### src/rtl/fifo_write_arbiter.sv
// ============================================================================
// Module      : fifo_write_arbiter
// Description : Round-robin write-side arbiter that shares one FIFO write
//               port between N_REQ producers. Grants one requester at a time
//               for a burst of up to MAX_BURST words and never writes while
//               the FIFO reports full.
//               Optional macro ARB_STATS_EN adds a saturating 16-bit stall
//               counter on stall_cycles; otherwise stall_cycles is tied to 0.
// Revision    : 1.0 - initial release
// ============================================================================
`default_nettype none

module fifo_write_arbiter #(
  parameter int N_REQ     = 4,
  parameter int WIDTH     = 16,
  parameter int MAX_BURST = 4
) (
  input  logic                       clk,
  input  logic                       rst,
  input  logic [N_REQ-1:0]           req_valid,
  input  logic [N_REQ*WIDTH-1:0]     req_data,
  output logic [N_REQ-1:0]           req_ready,
  output logic                       fifo_we,
  output logic [WIDTH-1:0]           fifo_data,
  input  logic                       fifo_full,
  input  logic                       fifo_almost_full,
  output logic                       grant_valid,
  output logic [$clog2(N_REQ)-1:0]   grant_id,
  output logic [15:0]                stall_cycles
);

  localparam int IDW = $clog2(N_REQ);
  // Beat counter needs at least one bit even when MAX_BURST is 1.
  localparam int BW  = (MAX_BURST > 1) ? $clog2(MAX_BURST) : 1;
  localparam logic [BW-1:0]  LAST_BEAT = BW'(MAX_BURST - 1);
  localparam logic [IDW-1:0] LAST_ID   = IDW'(N_REQ - 1);

  typedef enum logic [0:0] {
    IDLE  = 1'b0,
    BURST = 1'b1
  } state_t;

  state_t         state_q, state_d;
  logic [IDW-1:0] gnt_q, gnt_d;
  logic [IDW-1:0] rr_ptr_q, rr_ptr_d;
  logic [BW-1:0]  beats_q, beats_d;

  logic           found;
  logic [IDW-1:0] pick;
  logic [IDW-1:0] cand;
  logic [IDW-1:0] gnt_next;
  logic           gnt_valid;
  logic           write;

  // Round-robin search: first valid requester at or after rr_ptr, wrapping.
  always_comb begin
    found = 1'b0;
    pick  = '0;
    cand  = '0;
    for (int k = 0; k < N_REQ; k++) begin
      cand = IDW'((int'(rr_ptr_q) + k) % N_REQ);
      if (!found && req_valid[cand]) begin
        found = 1'b1;
        pick  = cand;
      end
    end
  end

  // Write qualifier; held low while reset is asserted so an aborted burst
  // never leaks a write on the reset cycle.
  always_comb begin
    gnt_valid = req_valid[gnt_q];
    gnt_next  = (gnt_q == LAST_ID) ? '0 : gnt_q + IDW'(1);
    write     = rst && (state_q == BURST) && gnt_valid && !fifo_full;
    fifo_we   = write;
    req_ready = write ? (N_REQ'(1) << gnt_q) : '0;
    fifo_data = req_data[int'(gnt_q)*WIDTH +: WIDTH];
  end

  // Next-state logic for the grant/burst state machine.
  always_comb begin
    state_d  = state_q;
    gnt_d    = gnt_q;
    rr_ptr_d = rr_ptr_q;
    beats_d  = beats_q;
    case (state_q)
      IDLE: begin
        // almost_full only gates new grants, never an active burst.
        if (found && !fifo_almost_full) begin
          gnt_d   = pick;
          beats_d = '0;
          state_d = BURST;
        end
      end
      BURST: begin
        if (!gnt_valid) begin
          // Requester went away: end burst without writing.
          state_d  = IDLE;
          rr_ptr_d = gnt_next;
        end else if (!fifo_full) begin
          if (beats_q == LAST_BEAT) begin
            state_d  = IDLE;
            rr_ptr_d = gnt_next;
          end else begin
            beats_d = beats_q + BW'(1);
          end
        end
        // Full with valid request: stall, everything held.
      end
      default: state_d = IDLE;
    endcase
  end

  // State registers with synchronous active-low reset.
  always_ff @(posedge clk) begin
    if (!rst) begin
      state_q  <= IDLE;
      gnt_q    <= '0;
      rr_ptr_q <= '0;
      beats_q  <= '0;
    end else begin
      state_q  <= state_d;
      gnt_q    <= gnt_d;
      rr_ptr_q <= rr_ptr_d;
      beats_q  <= beats_d;
    end
  end

  assign grant_valid = (state_q == BURST);
  assign grant_id    = gnt_q;

`ifdef ARB_STATS_EN
  logic        stall_cond;
  logic [15:0] stall_q, stall_d;

  // Saturating count of cycles a valid grantee is blocked by a full FIFO.
  always_comb begin
    stall_cond = (state_q == BURST) && gnt_valid && fifo_full;
    stall_d    = stall_q;
    if (stall_cond && (stall_q != 16'hFFFF)) begin
      stall_d = stall_q + 16'd1;
    end
  end

  // Stall counter register, cleared by reset.
  always_ff @(posedge clk) begin
    if (!rst) begin
      stall_q <= '0;
    end else begin
      stall_q <= stall_d;
    end
  end

  assign stall_cycles = stall_q;
`else
  assign stall_cycles = '0;
`endif

endmodule

`default_nettype wire
### config.mk
export PLATFORM = sky130hd
export DESIGN_NAME = fifo_write_arbiter
export DESIGN_NICKNAME = d
export VERILOG_FILES = /design/src/rtl/fifo_write_arbiter.sv
export SDC_FILE = /design/constraint.sdc
export NUM_CORES = 1
export LEC_CHECK = 0
export CORE_UTILIZATION = 31
export DETAILED_ROUTE_END_ITERATION = 10
export PLACE_DENSITY = 0.87
export SKIP_LAST_GASP = 1
export SYNTH_ARGS = -nofsm -noshare
export SYNTH_HDL_FRONTEND = slang
export SYNTH_SLANG_ARGS = --single-unit
### constraint.sdc
create_clock -name clk -period 4.3 [get_ports clk]
set_input_delay 0.86 -clock clk [delete_from_list [all_inputs] [get_ports clk]]
set_output_delay 0.86 -clock clk [all_outputs]
set_load 0.02 [all_outputs]
==> flow_results.org, run 1 <==
** Finish
- The filler cells instantiated in the layout total 251.
- The area growth from synthesis to layout is 91.4%.
- Post-route design area :: 2000 sq um
- Total Nets Final :: 269
- Leaving out fill and tap cells, the most frequent cells in the layout are sky130_fd_sc_hd__clkdlybuf4s50_1 (95), sky130_fd_sc_hd__conb_1 (16), sky130_fd_sc_hd__mux4_2 (10).
- The repair_antennas step left the layout with diodes totalling 0.
- For this run, the share of the core covered by cells in the final layout is 0.638.
- In the final layout, the share of cells above drive strength 1 is 0.0995.
- The library cell used most frequently in the layout, excluding fill and tap cells, is sky130_fd_sc_hd__clkdlybuf4s50_1.

** Global route
- The number of antenna violations at the first check in global routing is 0.
- The first global-routing pass estimated 4930 um of wire.
- For met2 alone, demand over resource in global routing was 0.357.
- In the global route stage, met3 resource usage came out at 0.0368.
- Global-route layer with the greatest usage :: met2
- Entering global routing, the biggest net connects 22 pins.
- Via count of the first global-routing pass :: 1066
- GR Util All Layers :: 0.188
- Total grt overflow :: 0
- For met1 alone, demand over resource in global routing was 0.202.

** Timing
- PnR worst setup slack :: 0.577 ns
- Setup tns final :: 0 ns
- RSZ-0062 raised after global routing :: false
- Skew final :: 0.00122 ns
- The number of max-slew violations in the final report is 0.
- FMAX :: 269 MHz
- Count of final hold-check violations :: 0
- Fraction of the cycle the final worst path needs :: 0.866
- Setup violations remaining at the end of the flow were counted as 0.
- Crit path time final :: 3.72 ns

** CTS
- TritonCTS built the clock tree.
- The clock passes through at most 2 buffers.
- For this design, the sink count on the clock tree is 7.
- Root cell of the clock tree :: sky130_fd_sc_hd__clkbuf_4
- Depth of the CTS H-tree :: 1
- Buffers inserted to repair hold after CTS numbered 0.
- At the later pin of the worst-skew pair, clock insertion delay measures 0.26 ns.
- Post-CTS timing repair inserted 0 buffers for setup.
- Post-cts sizing count :: 0
- Clk slew on worst S/H paths :: 0.05 ns
- In this run, CTS created clock tree buffers numbering 3.

** Worst setup path
- Number of buffers and inverters on the critical path :: 2
- Cell with the largest stage delay on the worst path :: sky130_fd_sc_hd__clkdlybuf4s50_1
- The signal on the critical path passes through clkdlybuf4s50_1 -> mux4_2 -> nand2_2 -> nor3b_4 -> and2_1 -> clkdlybuf4s50_1.
- On the worst path, the slowest cell contributes a delay of 0.61 ns.
- Data arrival at the endpoint of the critical path :: 2.86 ns
- The worst register-to-register path begins at grant_id[0].
- Counting stages on the worst path, the most repeated cell is sky130_fd_sc_hd__clkdlybuf4s50_1.
- Worst EP required :: 3.44 ns
- Worst reg2reg setup slack :: 2.85 ns
- Of all nets on the critical path, the largest fanout is 6.
- Worst Reg2Reg Path Length in Cells :: 5
- STA classifies the critical path endpoint as a primary output.
- Cell type group with the largest total delay on the critical path :: buffers and inverters
- The most critical setup path has its startpoint at req_valid[0].
- The worst setup path is of the primary input to primary output kind.
- The worst register-to-register path ends at rr_ptr_q[1].
- Startpoint class of the critical path :: primary input

** Power
- Of the total power, the clock network draws 0.181.
- Reported leakage power :: 0.739 nW
- The share of total power dissipated in sequential elements is 0.216.
- Largest voltage drop on the vdd net :: 0.146 mV
- Pint :: 0.226 mW
- Comb power frac :: 0.604
- Sw Share :: 0.331
- In this run the power density over the cells is 169 nW/um^2.
- For this design the total switching power over the nets is 0.112 mW.

** Logic synthesis
- Yosys warning count :: 0
- In the synthesized netlist, the number of instances is 96.
- The synthesized design contains 7 register bits.
- Register area share after synthesis :: 0.134
- Avg Synthesized Cell Area :: 10.9 sq um
- The cell area that synthesis handed to floorplanning was 1040 sq um.
- Synthesis instantiated 33 different standard cells from the library.

** Route
- Routed length per instance :: 15.9 um
- After detailed routing, the number of vias per cell comes to 4.94.
- DR vias :: 1162
- The count of nets left with antenna violations once routing finished came out at 0.
- The detailed router finished its first iteration with 68 violations.
- Residual DRC count :: 0
- The final layout contains routed wiring with a total length of 3730 um.
- Router iterations before antenna repair :: 4

** Floorplanning
- I/O Pins :: 112
- Row cnt :: 20
- The die is 60.0 um wide.
- The die covers 3600 sq um.
- Placeable core region :: 3130 sq um
- The initial utilization of the core area, before any placement, comes to 0.334.
- From bottom edge to top edge, the die measures 60.0 um.

** Place
- Total of buffers placed on input and output ports :: 95
- The wire-length estimate of the detail-placed layout is 3100 um.
- OpenSTA, run right after detailed placement, puts the worst setup slack at 0.565 ns.
- The congestion estimate from routability-driven global placement came to 0.797.
- Placed standard-cell area :: 1970 sq um

** Hold path
- The worst hold path passes through 2 cells.
- The startpoint identified for the worst hold timing path is beats_q[1].
- End of the worst hold path :: beats_q[1]
- The worst hold path belongs to the class flip-flop to flip-flop.

** Job
- Max Cap Viol :: 0

** Status
- The flow ran to the end, and the final reports show no timing, DRC or antenna violations.
-- synth_stat cells, drive strengths merged --
| cell type | number | share of area |
|---|---|---|
| nor4 | 1 | 0.0060 |
| o21a | 2 | 0.014 |
| nand2 | 6 | 0.024 |
| nand2b | 1 | 0.0060 |
| and3 | 1 | 0.0060 |
| conb | 1 | 0.0036 |
| buf | 21 | 0.14 |
| nor3 | 1 | 0.0048 |
| inv | 5 | 0.018 |
| a2bb2oi | 1 | 0.0084 |
| ha | 5 | 0.060 |
| nand3b | 1 | 0.0072 |
| or3 | 1 | 0.0060 |
| nand3 | 4 | 0.024 |
| a21boi | 3 | 0.025 |
| nor2 | 2 | 0.0072 |
| a21oi | 2 | 0.0096 |
| mux4 | 17 | 0.39 |
| dfxtp | 7 | 0.13 |
| o221ai | 2 | 0.017 |
| mux2i | 1 | 0.0096 |
| o21ai | 4 | 0.019 |
| and2 | 4 | 0.024 |
| nor3b | 1 | 0.018 |
| nand4 | 2 | 0.012 |
-- logic make-up (layout without fill, tap and decap cells) --
logic type,after synthesis,count (layout),share of synthesized area
buffers and inverters,26,106,0.162
and+or+nand+nor,25,25,0.145
muxes,18,18,0.402
AOI/OAI and AO/OA,14,14,0.0935
DFF,7,7,0.134
adders and majority gates,5,5,0.0600
other,1,16,0.00359
-- area by class of cell --
cell class / count / area [sq um] / share of cell area
multi-input combinational: 78 / 791 / 0.396
tap: 44 / 55.1 / 0.0276
inverter: 5 / 18.8 / 0.00940
timing repair buffer: 97 / 966 / 0.484
sequential: 7 / 140 / 0.0702
clock buffer: 4 / 26.3 / 0.0132
-- per-layer routing --
| layer | part of all wire | routed length (um) |
|---|---|---|
| met4 | 0.022 | 82 |
| met3 | 0.098 | 364 |
| met5 | 0 | 0 |
| met1 | 0.34 | 1270 |
| met2 | 0.54 | 2020 |
-- sequential cells by signal, summed over array words and instances, names as in the netlist --
name,count
beats_q,2
grant_id,2
grant_valid,1
rr_ptr_q,2
-- tightest hold or removal path: cells and delay by family (launching register included) --
| kind | cells | cell delay [ns] |
|---|---|---|
| DFF | 1 | 0.31 |
| AOI/OAI and AO/OA | 1 | 0.05 |
| and+or+nand+nor | 1 | 0.06 |
-- power by group through the flow --
| stage | logic (mW) | clock network (mW) | registers [mW] |
|---|---|---|---|
| finish | 0.204 | 0.0610 | 0.0728 |
| global route | 0.216 | 0.0678 | 0.0731 |
| CTS | 0.205 | 0.0637 | 0.0727 |
| detailed placement | 0.204 | 0 | 0.0741 |
| global placement | 0.200 | 0 | 0.0736 |
| floorplan | 0.103 | 0 | 0.0758 |
-- metrics by stage --
| step | instances | hold WS, ns | power, mW |
|---|---|---|---|
| detailed placement | 231 | 0.464 | 0.278 |
| global placement | 231 | 0.455 | 0.273 |
| global route | 235 | 0.493 | 0.357 |
| CTS | 235 | 0.472 | 0.342 |
| floorplan | 111 | 0.449 | 0.178 |
| finish | 235 | 0.471 | 0.338 |
-- how the worst max path moves through the flow --
stage	endpoint	slack, ns	cells past startpoint
floorplan	req_ready[0]	1.57	4
global placement	req_ready[3]	0.60	6
detailed placement	req_ready[1]	0.56	6
CTS	req_ready[1]	0.57	6
global route	req_ready[1]	0.43	6
finish	req_ready[2]	0.58	6
Note: power is estimated with default switching activity, not from simulation.
==> run 2, diff against run 1 <==
Settings changed: CORE_MARGIN from default to 8.
==> flow_results.org, run 2 (synthesis results as in run 1) <==
** CTS
- Clk slew on worst S/H paths :: 0.05 ns (about the same)
- The TritonCTS clock tree is done (unchanged).
- Post-cts sizing count :: 0 (unchanged)
- The later-pin clock latency in the skew report was 0.25 ns (was 0.26 ns).
- Root cell of the clock tree :: sky130_fd_sc_hd__clkbuf_4 (unchanged)
- Maximum root-to-sink buffer count :: 2 (unchanged)
- Clk sinks :: 7 (unchanged)
- Post-CTS Hold Fix Bufs :: 0 (unchanged)
- Number of buffers inserted by post-CTS setup repair :: 0 (unchanged)
- Depth of the CTS H-tree :: 1 (unchanged)
- TritonCTS Buffers :: 3 (unchanged)

** Timing
- Setup tns final :: 0 ns (unchanged)
- Crit path time final :: 3.75 ns (was 3.72 ns)
- Finish-stage setup viols :: 0 (unchanged)
- FMAX :: 267 MHz (was 269 MHz)
- Transition time at the pin with the least slew margin :: 0.659 ns
- RSZ-0062 raised after global routing: false (unchanged).
- The number of max-slew violations in the final report was 0 (unchanged).
- The clock skew came to 0.00123 ns (was 0.00122 ns).
- Count of final hold-check violations :: 0 (unchanged)
- The final worst hold slack was 0.467 ns (was 0.471 ns).
- Headroom to the max-slew limit came out at 0.560.
- Fraction of the cycle the final worst path needs :: 0.872 (was 0.866)
- PnR worst setup slack :: 0.552 ns (was 0.577 ns)

** Route
- The number of remaining DRC errors is 0 (unchanged).
- Count of nets left with antenna violations after detail routing :: 0 (unchanged)
- The total vias in the final route is 1100 (was 1162).
- Iteration-0 DRC Markers :: 37 (was 68)
- Final wirelength :: 3990 um (was 3730 um)
- Router iterations before antenna repair :: 4 (unchanged)
- Mean number of vias per cell :: 4.64 (was 4.94)
- The average wire per cell in the routed design is 16.8 um (was 15.9 um).

** Finish
- Antenna fix cells :: 0 (unchanged)
- The leading cell type in the layout, fill and taps excluded is sky130_fd_sc_hd__clkdlybuf4s50_1 (unchanged).
- The layout-stage area growth over the synthesis result is 91.6% (was 91.4%).
- Layout cell share with drive strength beyond 1 :: 0.0995 (unchanged)
- Number of standard cells in the layout, taps in and fillers out :: 237 (was 235)
- Commonest cells after routing, fill and taps aside: sky130_fd_sc_hd__clkdlybuf4s50_1 (95), sky130_fd_sc_hd__conb_1 (16), sky130_fd_sc_hd__mux4_2 (10) (unchanged).
- The final core area utilization came to 0.609 (was 0.638).
- FILL cells :: 276 (was 251)
- The post-layout instance area was 2000 sq um (about the same).
- The number of nets in the layout was 269 (unchanged).

** Worst setup path
- Worst EP required :: 3.44 ns (about the same)
- Startpoint of the worst-slack reg-to-reg timing path :: grant_id[0] (unchanged)
- The peak per-stage delay on the critical path was 0.60 ns (was 0.61 ns).
- The critical path's top delay family is buffers and inverters (unchanged).
- Startpoint class of the critical path :: primary input (unchanged)
- The largest driver fanout on the critical path is 6 (unchanged).
- The count of buffer and inverter cells on the critical path came to 2 (unchanged).
- Critical path cell sequence :: clkdlybuf4s50_1 -> mux4_2 -> nand2_2 -> nor3b_4 -> and2_1 -> clkdlybuf4s50_1 (unchanged)
- Dominant cell type by count on the critical path :: sky130_fd_sc_hd__clkdlybuf4s50_1 (unchanged)
- The cell with the biggest individual delay on the critical path is sky130_fd_sc_hd__clkdlybuf4s50_1 (unchanged).
- Worst setup path startpoint :: req_valid[0] (unchanged)
- Kind of end point of the critical path :: primary output (unchanged)
- Data arrival at the endpoint of the critical path :: 2.89 ns (was 2.86 ns)
- The critical path class is primary input to primary output (unchanged).

** Floorplanning
- The total I/O pin count came to 112 (unchanged).
- Row cnt :: 21 (was 20)
- Die Y-Extent :: 74.0 um (was 60.0 um)
- Die footprint :: 5480 sq um (was 3600 sq um)
- Placeable core region :: 3280 sq um (was 3130 sq um)
- Initial cell density of the core :: 0.318 (was 0.334)
- The x dimension of the die came to 74.0 um (was 60.0 um).

** Global route
- The number of antenna violations at the first check in global routing came to 0 (unchanged).
- The number of global-route vias before repair was 1079 (was 1066).
- Maximum number of pins on one net before global-route repair :: 22 (unchanged)
- The total global-route track usage is 0.135 (was 0.188).
- Total grt overflow :: 0 (unchanged)
- The wire length of the first global-routing pass is 5620 um (was 4930 um).

** Hold path
- The worst hold path class was flip-flop to flip-flop (unchanged).
- Hold Path Origin :: beats_q[1] (unchanged)

** Place
- The worst setup timing slack at the placement stage was 0.541 ns (was 0.565 ns).
- The count of placed standard cells including taps is 233 (was 231).
- The weighted congestion at the end of routability-driven global placement was 0.781 (was 0.797).
- The estimated wirelength of the detail-placed design is 3560 um (was 3100 um).
- Total of buffers placed on input and output ports :: 95 (unchanged)
- Placed standard-cell area :: 1970 sq um (about the same)

** Status
- Status: finished, final reports clean (unchanged).

** Power
- The leakage power of the design is 0.739 nW (unchanged).
- The worst-case vdd ir drop came to 0.123 mV (was 0.146 mV).
- The total design power was 0.336 mW (was 0.338 mW).
- Power per standard cell area :: 168 nW/um^2 (was 169 nW/um^2)

** Job
- The max-cap violation count is 0 (unchanged).
[run 2: power breakdown]
part	internal, mW	switching, mW	total (mW)
combinational	0.122	0.0779	0.200
clock	0.0354	0.0246	0.0600
sequential	0.0684	0.00733	0.0758
total	0.226	0.110	0.336
[run 2: layout make-up]
class                           count  area, sq um  area share
Multi-Input combinational cell     78          791       0.395
Clock buffer                        4         26.3      0.0131
Timing Repair Buffer               97          966       0.483
Inverter                            5         18.8     0.00939
Tap cell                           46         57.6      0.0288
Sequential cell                     7          140      0.0701
[run 2: metal layers]
metal	vias up	GRT usage	wire length [um]
met1	499	0.139	1520
met2	62	0.258	2030
li1	533	-	-
met5	-	0	0
met4	0	0.0532	61
met3	6	0.0283	374
[run 2: worst min-delay path, stage by stage (launching register included)]
cell,delay [ns]
sky130_fd_sc_hd__dfxtp_1,0.31
sky130_fd_sc_hd__nand3_1,0.06
sky130_fd_sc_hd__a21boi_1,0.05
[run 2: final timing paths]
kind	end	slack, ns	cells past startpoint
setup / recovery	req_ready[1]	0.55	6
hold / removal	beats_q[1]	0.47	2
setup reg to reg	rr_ptr_q[0]	2.42	4
hold reg to reg	beats_q[1]	0.47	2
==> run 3, diff against run 2 <==
Settings changed: ABC_AREA from default to 1, CORE_UTILIZATION 31 to 34.
==> flow_results.org, run 3 <==
** Timing
- The hold violation count in the final report is 0 (unchanged).
- Setup tns final :: 0 ns (unchanged)
- Crit path time final :: 3.66 ns (was 3.75 ns)
- Final hold slack :: 0.476 ns (was 0.467 ns)
- Finish-stage setup viols :: 0 (unchanged)
- Skew final :: 0.00859 ns (was 0.00123 ns)
- RSZ-0062 raised after global routing :: false (unchanged)
- The timing-limited maximum frequency was 273 MHz (was 267 MHz).
- The final cycle utilization of the critical path came to 0.851 (was 0.872).
- Final-report max-slew violation count :: 0 (unchanged)
- Max transition margin :: 0.577 (was 0.560)
- The slew of the pin with the lowest slew margin came to 0.634 ns (was 0.659 ns).

** Worst setup path
- The sort of element at the end of the critical path is a primary output (unchanged).
- Startpoint of the worst-slack reg-to-reg timing path :: grant_id[0] (unchanged)
- The required time of the critical path came to 3.44 ns (about the same).
- Largest driver fanout on the critical path :: 4 (was 6)
- Worst reg2reg setup slack :: 2.22 ns (was 2.42 ns)
- The data arrival time of the critical path is 2.80 ns (was 2.89 ns).
- The launch point of the worst path is req_valid[3] (was req_valid[0]).
- The element type at the critical path start was a primary input (unchanged).
- The critical path class is primary input to primary output (unchanged).

** Global route
- The number of global-route vias before repair was 1592 (was 1079).
- GR Util All Layers :: 0.155 (was 0.135)
- The wire length of the first global-routing pass came to 7670 um (was 5620 um).
- Total grt overflow :: 0 (unchanged)
- The largest net degree at the start of global routing came to 39 (was 22).
- Antenna violations before repair :: 0 (unchanged)

** Finish
- Layout cell share with drive strength beyond 1 :: 0.0705 (was 0.0995)
- Area growth syn-to-layout :: 75.9% (was 91.6%)
- The footprint of the multi-input gates was 912 sq um (was 791 sq um).
- The post-layout instance area is 2180 sq um (was 2000 sq um).
- The footprint of the flip-flops and latches is 140 sq um (unchanged).
- FILL cells :: 346 (was 276)
- The leading cell type in the layout, fill and taps excluded is sky130_fd_sc_hd__clkdlybuf4s50_1 (unchanged).
- The number of nets in the layout was 390 (was 269).
- Commonest cells after routing, fill and taps aside :: sky130_fd_sc_hd__clkdlybuf4s50_1 (95), sky130_fd_sc_hd__nor2_1 (45), sky130_fd_sc_hd__o21ai_0 (37) (was sky130_fd_sc_hd__clkdlybuf4s50_1 (95), sky130_fd_sc_hd__conb_1 (16), sky130_fd_sc_hd__mux4_2 (10))
- The number of antenna cells inserted came to 0 (unchanged).
- Core occupancy in the finished layout :: 0.610 (was 0.609)

** Power
- Proportion of power drawn by flip-flops and latches :: 0.155 (was 0.226)
- The worst-case vdd ir drop is 0.151 mV (was 0.123 mV).
- Portion of total power attributed to the clock network :: 0.105 (was 0.179)
- Net load switching power :: 0.272 mW (was 0.110 mW)
- The leakage power of the design came to 0.938 nW (was 0.739 nW).
- The switching power as a share of total power is 0.473 (was 0.327).
- Pint :: 0.303 mW (was 0.226 mW)
- The total design power was 0.576 mW (was 0.336 mW).
- The power density over the cells was 264 nW/um^2 (was 168 nW/um^2).
- The power share of the combinational group was 0.740 (was 0.595).

** Logic synthesis
- The count of flip-flops with a built-in enable after synthesis is 0 (unchanged).
- Proportion of synthesized flip-flops having asynchronous set or reset :: 0 (unchanged)
- Mapped Area :: 1240 sq um (was 1040 sq um)
- Share of Yosys cell area claimed by the top area cell type :: 0.149 (was 0.216)
- The total of warnings raised by yosys is 0 (unchanged).
- Top flip-flop cell by instance count after synthesis :: sky130_fd_sc_hd__dfxtp_1 (unchanged)
- The cell with the most instances after synthesis is sky130_fd_sc_hd__nor2_1 (was sky130_fd_sc_hd__buf_4).
- Number of distinct library cell variants in the gate-level netlist after synthesis :: 26 (was 33)
- The sequential fraction of the synthesis area was 0.113 (was 0.134).
- The average cell area after synthesis was 5.59 sq um (was 10.9 sq um).
- Top cells by area in the synthesized netlist :: sky130_fd_sc_hd__o21ai_0 (15%), sky130_fd_sc_hd__nor2_1 (14%), sky130_fd_sc_hd__dfxtp_1 (11%) (was sky130_fd_sc_hd__mux4_2 (22%), sky130_fd_sc_hd__mux4_1 (18%), sky130_fd_sc_hd__dfxtp_1 (13%))
- The gate count of the mapped netlist was 222 (was 96).
- Leading cell types by count after synthesis: sky130_fd_sc_hd__nor2_1 (45), sky130_fd_sc_hd__o21ai_0 (37), sky130_fd_sc_hd__nand2_1 (33) (was sky130_fd_sc_hd__buf_4 (16), sky130_fd_sc_hd__mux4_2 (10), sky130_fd_sc_hd__dfxtp_1 (7), sky130_fd_sc_hd__mux4_1 (7)).
- The flop and latch count out of synthesis was 7 (unchanged).
- The biggest area consumer among synthesized cells is sky130_fd_sc_hd__o21ai_0 (was sky130_fd_sc_hd__mux4_2).

** Route
- Residual DRC count :: 0 (unchanged)
- Mean number of vias per cell :: 4.68 (was 4.64)
- Routed length per instance :: 13.5 um (was 16.8 um)
- Final wirelength :: 4860 um (was 3990 um)
- The final antenna-violating net count came to 0 (unchanged).
- Router iterations before antenna repair :: 4 (unchanged)
- The DRC violation total after the first TritonRoute iteration was 86 (was 37).
- The total vias in the final route is 1683 (was 1100).

** Job
- The max-cap violation count came to 0 (unchanged).

** CTS
- Depth of the CTS H-tree :: 1 (unchanged)
- The number of buffers inserted during clock tree synthesis was 3 (unchanged).
- Number of buffers inserted by post-CTS setup repair :: 0 (unchanged)
- Maximum root-to-sink buffer count :: 2 (unchanged)
- The number of instances resized during post-cts repair was 0 (unchanged).
- Post-CTS Hold Fix Bufs :: 0 (unchanged)
- Clk sinks :: 7 (unchanged)
- Clock tree from TritonCTS :: done (unchanged)
- The buffer cell driving the clock tree root is sky130_fd_sc_hd__clkbuf_4 (unchanged).
- The later-pin clock latency in the skew report came to 0.26 ns (was 0.25 ns).
- Clk slew on worst S/H paths :: 0.05 ns (about the same)

** Floorplanning
- The die outline height was 76.4 um (was 74.0 um).
- The core footprint is 3580 sq um (was 3280 sq um).
- The x dimension of the die is 76.4 um (was 74.0 um).
- Initial cell density of the core :: 0.347 (was 0.318)
- I/O Pins :: 112 (unchanged)
- Die footprint :: 5840 sq um (was 5480 sq um)
- Row cnt :: 22 (was 21)

** Place
- The weighted congestion at the end of routability-driven global placement is 0.792 (was 0.781).
- Detailed placer's ending HPWL :: 3890 um (was 3560 um)
- The cell area after placement was 2160 sq um (was 1970 sq um).
- The total of buffers placed on input and output ports is 95 (unchanged).

** Hold path
- Hold Path Origin :: beats_q[1] (unchanged)
- Class of the most critical hold timing path :: flip-flop to flip-flop (unchanged)

** Status
- Status :: finished, final reports clean (unchanged)
[run 3: cell types whose count changed after synthesis, sizes merged, moves of 6 or more]
cell    change
mux4       -17
a21oi       +6
nand2      +34
inv        +16
o22ai      +16
nor2       +44
o21ai      +36
clkbuf      +8
[run 3: cell type report]
type                    count  share of cell area
multi-input cells         183               0.418
well taps                  48              0.0275
repair buffers             97               0.442
clock buffers               4              0.0120
flip-flops and latches      7              0.0642
inverters                  21              0.0361
[run 3: logic make-up (layout without fill, tap and decap cells)]
kind of cell             count (synthesis)  in the layout  share of synthesized area
flip-flops                               7              7                      0.113
buffers and inverters                   47            122                      0.198
other                                    1             16                    0.00302
adder cells (fa/ha/maj)                  5              5                     0.0504
AND/OR/NAND/NOR                         96             96                      0.339
AO/OA/AOI/OAI                           66             66                      0.297
[run 3: power by group through the flow]
stage / combinational, mW / sequential, mW / clock [mW]
after floorplan: 0.251 / 0.0878 / 0
after global placement: 0.422 / 0.0903 / 0
after detailed placement: 0.426 / 0.0907 / 0
after CTS: 0.429 / 0.0893 / 0.0632
after global routing: 0.465 / 0.0923 / 0.0652
final: 0.426 / 0.0893 / 0.0602
[run 3: worst paths after layout]
check | to | depth (start not counted)
setup reg to reg | rr_ptr_q[1] | 9
hold / removal | beats_q[1] | 2
setup / recovery | req_ready[0] | 8
hold reg to reg | beats_q[1] | 2
[run 3: layer usage]
metal  part of all wire  global-route usage
met5                  0                   0
met2               0.51               0.286
met3              0.050              0.0401
met1               0.44               0.173
met4             0.0072              0.0288
[run 3: per-stage QoR]
step	cells	worst slack [ns]
floorplan	237	1.45
global placement	356	0.688
detailed placement	356	0.633
CTS	360	0.617
global route	360	0.405
finish	360	0.643
[run 3: worst max-delay path: stages]
cell and delay, ns:
sky130_fd_sc_hd__clkdlybuf4s50_1 0.52, sky130_fd_sc_hd__nor2_1 0.07, sky130_fd_sc_hd__o21ai_2 0.26, sky130_fd_sc_hd__nand3_1 0.10, sky130_fd_sc_hd__nor2_1 0.15, sky130_fd_sc_hd__inv_1 0.10
sky130_fd_sc_hd__nor2_1 0.10, sky130_fd_sc_hd__clkdlybuf4s50_1 0.62
